`src/rtl/rom_stream_reader.sv`:
```
// rom_stream_reader: walks an address window of a combinational-read ROM and
// streams each registered word out on a valid/ready port tagged with address and last.
module rom_stream_reader #(
    parameter int DATA_W = 4,
    parameter int ADDR_W = 2
) (
    input  logic              clk,
    input  logic              rst,
    input  logic              start,
    input  logic [ADDR_W-1:0] base_addr,
    input  logic [ADDR_W:0]   length,
    output logic [ADDR_W-1:0] rom_addr,
    input  logic [DATA_W-1:0] rom_data,
    output logic              out_valid,
    input  logic              out_ready,
    output logic [DATA_W-1:0] out_data,
    output logic [ADDR_W-1:0] out_addr,
    output logic              out_last,
    output logic              busy,
    output logic              done
);

    typedef enum logic [1:0] {IDLE, FETCH, HOLD, DONE} state_t;

    state_t            state, state_n;
    logic [ADDR_W-1:0] addr_reg;
    logic [ADDR_W:0]   remaining;
    logic              accept, xfer;

    assign accept   = (state == IDLE) && start && (length != '0);
    assign xfer     = (state == HOLD) && out_valid && out_ready;
    assign rom_addr = addr_reg;
    assign busy     = (state == FETCH) || (state == HOLD);
    assign done     = (state == DONE);

    always_ff @(posedge clk or posedge rst) begin
        if (rst)
            state <= IDLE;
        else
            state <= state_n;
    end

    always_comb begin
        state_n = state;
        case (state)
            IDLE:    if (start) state_n = (length == '0) ? DONE : FETCH;
            FETCH:   state_n = HOLD;
            HOLD:    if (xfer) state_n = out_last ? DONE : FETCH;
            default: state_n = IDLE;
        endcase
    end

    // Address increment wraps naturally at DEPTH through the ADDR_W-bit register.
    always_ff @(posedge clk or posedge rst) begin
        if (rst) begin
            addr_reg  <= '0;
            remaining <= '0;
            out_valid <= 1'b0;
            out_data  <= '0;
            out_addr  <= '0;
            out_last  <= 1'b0;
        end else begin
            if (accept) begin
                addr_reg  <= base_addr;
                remaining <= length;
            end
            if (state == FETCH) begin
                out_data  <= rom_data;
                out_addr  <= addr_reg;
                out_last  <= (remaining == (ADDR_W+1)'(1));
                out_valid <= 1'b1;
            end
            if (xfer) begin
                out_valid <= 1'b0;
                remaining <= remaining - 1'b1;
                if (!out_last)
                    addr_reg <= addr_reg + 1'b1;
            end
            if (state == DONE)
                out_last <= 1'b0;
        end
    end

endmodule

```
`config.mk`:
```
export PLATFORM = sky130hd
export DESIGN_NAME = rom_stream_reader
export DESIGN_NICKNAME = d
export VERILOG_FILES = /design/src/rtl/rom_stream_reader.sv
export SDC_FILE = /design/constraint.sdc
export NUM_CORES = 1
export LEC_CHECK = 0
export CORE_AREA = 3 3 40 42
export CTS_BUF_LIST = sky130_fd_sc_hd__clkbuf_8
export DETAILED_ROUTE_END_ITERATION = 8
export DIE_AREA = 0 0 43 45
export DONT_BUFFER_PORTS = 1
export HOLD_SLACK_MARGIN = 0.12
export PLACE_DENSITY = 0.79
export SYNTH_ARGS = -nofsm -noshare
export SYNTH_HDL_FRONTEND = slang
export SYNTH_SLANG_ARGS = --single-unit
```
`constraint.sdc`:
```
create_clock -name clk -period 1.9 [get_ports clk]
set_input_delay 0.285 -clock clk [delete_from_list [all_inputs] [get_ports clk]]
set_output_delay 0.285 -clock clk [all_outputs]
set_load 0.05 [all_outputs]
```
### Word-level counts from Yosys, hierarchy flattened

Index checks and enable logic that the tools add are counted.

| word-level totals | value |
|---|---|
| latch bits | 0 |
| flip-flop bits (word level) | 15 |
| input port bits | 13 |
| bits in writable memories | 0 |
| memories | 0 |
| memory bits (read-only) | 0 |
| logic and storage cells | 41 |
| output and inout bits | 12 |

| cells by class | value |
|---|---|
| div/mod/pow operators | 0 |
| reduce and logical (&&, ||, !) cells | 12 |
| $mul | 0 |
| equal/unequal tests | 6 |
| shifts and indexed selects | 0 |
| add/subtract/negate cells | 2 |
| order comparisons | 0 |
| bitwise operators | 0 |
| multiplexer cells | 14 |

Operator list:

| kind | count |
|---|---|
| $mux W2 | 7 |
| $mux W3 | 2 |
| $pmux W2 S3 | 1 |
| $reduce_bool A2 Y1 | 3 |
| $eq A2 B2 Y1 const B | 2 |
| $logic_and A1 B1 Y1 | 4 |
| $mux W1 | 4 |
| $ne A2 B2 Y1 const B | 2 |
| $eq A3 B1 Y1 const B | 1 |
| $logic_not A3 Y1 | 1 |
| $reduce_bool A3 Y1 | 1 |
| $sub A3 B1 Y3 const B | 1 |
| $add A2 B1 Y2 const B | 1 |
| $eq A2 B1 Y1 const B | 1 |
| $logic_not A2 Y1 | 1 |
| $reduce_and A2 Y1 | 1 |
| $logic_or A1 B1 Y1 | 1 |

### Depth between registers and ports, before layout

Gate-level depths: netlist of run 1.

| depth | value |
|---|---|
| depth in word-level cells | 6 |
| depth in mapped cells | 6 |
| depth with buffers taken out | 5 |

### Least setup slack after synthesis of run 1

No wires, ideal clock.

| path | value |
|---|---|
| kind | reg2reg |
| start point | register out_valid |
| end point | register state[1] |
| arrival time | 1416 ps |
| required time | 1775 ps |
| library setup time | 125 ps |
| stages on the path, launching flop included | 4 |
| path slack | 360 ps |
| period minus slack after synthesis | 1540 ps |
| path buffers | 0 |
| cells stage by stage | dfrtp_1 > nand3_1 > a21oi_1 > mux2_2 |

| between the ends | value |
|---|---|
| longest elaborated chain between the ends | 4 |

RTL lines:

| what | line | source |
|---|---|---|
| start: declaration | 14 | `output logic out_valid,` |
| start signal: assignment | 58 | `out_valid <= 1'b0;` |
| start signal: assignment | 71 | `out_valid <= 1'b1;` |
| start signal: assignment | 74 | `out_valid <= 1'b0;` |
| $logic_and A1 B1 Y1 (2 in series) | 31 | `assign xfer = (state == HOLD) && out_valid && out_ready;` |
| $ne A2 B2 Y1 (no source line) | - |  |
| $reduce_and A2 Y1 (no source line) | - |  |
| end signal: assignment | 40 | `state <= state_n;` |
| end: declaration | 25 | `state_t state, state_n;` |

No other way between the ends.
A chain may end at the register's enable or synchronous reset.

### Final worst setup path of run 1

| path | value |
|---|---|
| start point | register state[1] |
| end point | register state[1] |

| between the ends | value |
|---|---|
| longest elaborated chain between the ends | 5 |
| elaborated cells between the ends (all ways) | 9 |
| classes of those cells | eq/ne (4); mux (1); reduce/logical (4) |

RTL lines:

| what | line |
|---|---|
| $eq A2 B2 Y1 | 31, 45 |
| $logic_and A1 B1 Y1 (2 in series) | 31 |
| $ne A2 B2 Y1 (no source line) | - |
| $reduce_and A2 Y1 (no source line) | - |

Parallel ways exist; a longest one is shown, timed or not.

==> results of run 1 <==
## layer usage
metal / global-route usage, % / vias up / routed length [µm]
met1: 20.9 / 260 / 603
met5: 0 / - / 0
met3: 7.97 / 4 / 163
met2: 26.0 / 25 / 624
li1: - / 247 / -
met4: 10.8 / 0 / 48
## what timing repair did
item                                   CTS  global route
endpoints found under the hold margin   15             0
gates resized for setup                  0             0
hold buffers                             1             0
## layout make-up
| cell class | count | share of cell area (%) |
|---|---|---|
| timing repair buffer | 3 | 2.87 |
| clock inverter | 1 | 0.574 |
| tap | 15 | 2.15 |
| sequential | 15 | 43.0 |
| clock buffer | 3 | 4.73 |
| inverter | 6 | 2.58 |
| multi-input combinational | 44 | 44.0 |
## placed cells by master (no fill, tap or decap), drive strengths merged, types with 2 or more instances in the layout
master	Yosys	final
dfrtp	15	15
mux2	7	7
ha	7	7
a21oi	6	6
inv	6	6
nor2	4	4
mux2i	4	4
clkbuf	2	3
nand3	2	2
a221oi	2	2
buf	0	2
## path summary, 6_finish.rpt
path | startpoint | to | slack (ns) | depth (start not counted)
max | state[1] | state[1] | 0.25 | 5
min reg2reg | out_valid | out_valid | 0.54 | 2
min | rom_data[0] | out_data[0] | 0.18 | 1
max in group asynchronous | rst | out_data[0] | 1.03 | 2
min in group asynchronous | rst | remaining[2] | 0.51 | 2
max reg2reg | state[1] | state[1] | 0.25 | 5
## kinds of logic (layout without fill, tap and decap cells)
| group | Yosys count | count (layout) | synth area share (%) |
|---|---|---|---|
| compound gates | 12 | 12 | 12.0 |
| buf+inv | 8 | 13 | 3.80 |
| fa+ha+maj | 7 | 7 | 11.1 |
| mux | 11 | 11 | 15.1 |
| flops | 15 | 15 | 47.5 |
| xor+xnor | 1 | 1 | 1.11 |
| simple gates | 13 | 13 | 9.35 |
## flip-flops by register name, summed over array words and instances, names as in the netlist
register,flops
out_addr,2
rom_addr,2
remaining,3
out_data,4
out_valid,1
state,2
out_last,1
## worst max-delay path: stages (launching register included)
cell	delay (ns)
dfrtp_1	0.44
inv_1	0.11
ha_1	0.28
or4b_1	0.46
a21oi_1	0.15
mux2_2	0.16
## stage by stage
step	cells	util, %	setup WS (ns)
after CTS	87	67.9	0.241
final	87	67.9	0.253
after global placement	82	63.5	0.347
after detailed placement	82	63.5	0.267
after global routing	87	67.9	0.120
after floorplan	67	-	0.360
==> results.yml, run 1 <==
drt:
  drc_errors: 0
  dr_total_vias: 536
  wire_per_inst_um: 16.5
  first_pass_iters: 3
  viasPerCell: 6.16
  drt-total-wl_um: 1440
  drt_iter0_markers: 2
  ant_nets: 0
finish:
  regArea_um2: 375
  multi_input_area_um2: 384
  finish.instance_area_um2: 872
  nets: 93
  fillers: 105
  drive_above_1_share_pct: 19.4
  syn_to_final_growth_pct: 10.5
  antennaDiodeCount: 0
clocking:
  cts_htree_levels: 1
  numCtsBuffers: 3
  clock-sinks: 15
  insertion_delay_ns: 0.25
  post_cts_buffers: 0
  cts_tree: "yes"
  clk_pin_slew_worst_paths_ns: 0.06
  clockRootBuffer: "clkbuf_8"
  clk_path_buf_depth: 2
sta:
  fmax_mhz: 607
  period_share_pct: 86.7
  skew_ns: 0.000853
  min_period_ns: 1.65
  whs_ns: 0.183
  tightest_slew_ns: 0.568
  tns_ns: 0
  setup_viol: 0
  hold_violations: 0
  relSlewSlack_pct: 62.2
  rsz0062_at_grt: "no"
  finalMaxSlewViolations: 0
placement:
  placed_area_um2: 816
  dp_hpwl_um: 1110
  gp_congestion: 0.826
  portBuffers: 0
hold_path:
  min_path_type: "input pin to flip-flop"
die:
  dieArea_mm2: 0.00194
  fp.dieW_um: 43
  start_util_pct: 61.4
  die_h_um: 45
  core_area_mm2: 0.00128
  row_count: 13
  pin_count: 25
global_routing:
  grt_pass1_vias: 553
  grt_pass1_wl_um: 2400
  grt-ovfl-total: 0
  track_usage_pct: 17.5
  grt_max_degree: 16
  antenna_found_initial: 0
setup_path:
  path_max_fanout: 5
  critPathRequiredTime_ns: 2.09
  worstSetupPathType: "flip-flop to flip-flop"
  arrival_ns: 1.84
  crit_path_start_kind: "flip-flop"
  endpoint_kind: "flip-flop"
yosys:
  avgSynthCellArea_um2: 11.8
  yosysMostFrequentCell: "dfrtp_1"
  ys.flop_type: "dfrtp_1"
  synth-edff-count: 0
  synth.yosys.seq_area_share_pct: 47.5
  ys_top_cells_by_count: "dfrtp_1, ha_1, mux2_2"
  synth_cell_types: 22
  synth_seq_cells: 15
  netlist_area_um2: 790
  synth.largest_area_cell: "dfrtp_1"
  synth_area_leaders: "dfrtp_1, ha_1, mux2_2, mux2i_1, a21oi_1"
  synth.top_cell.area_share_pct: 47.5
  yosysWarnings: 0
  synthCells: 67
  async_flop_share_pct: 100
  synth_nets: 87
outcome:
  status: "complete, no violations"
run:
  max_cap_violations: 0
Power of run 1 is left out: the tool's default activity adds up to more than one toggle a clock period on the data nets, which glitch-free logic cannot reach.
==> inputs of run 2 (changes only) <==
--- a/config.mk
+++ b/config.mk
@@ -7,10 +7,10 @@
 export LEC_CHECK = 0
 export CORE_AREA = 3 3 40 42
 export CTS_BUF_LIST = sky130_fd_sc_hd__clkbuf_8
+export CTS_CLUSTER_SIZE = 40
 export DETAILED_ROUTE_END_ITERATION = 8
 export DIE_AREA = 0 0 43 45
 export DONT_BUFFER_PORTS = 1
-export HOLD_SLACK_MARGIN = 0.12
 export PLACE_DENSITY = 0.79
 export SYNTH_ARGS = -nofsm -noshare
 export SYNTH_HDL_FRONTEND = slang
==> results of run 2 <==
No change in the layout: final DEF, timing and power equal those of run 1.
Power of run 2 is left out for the same reason.
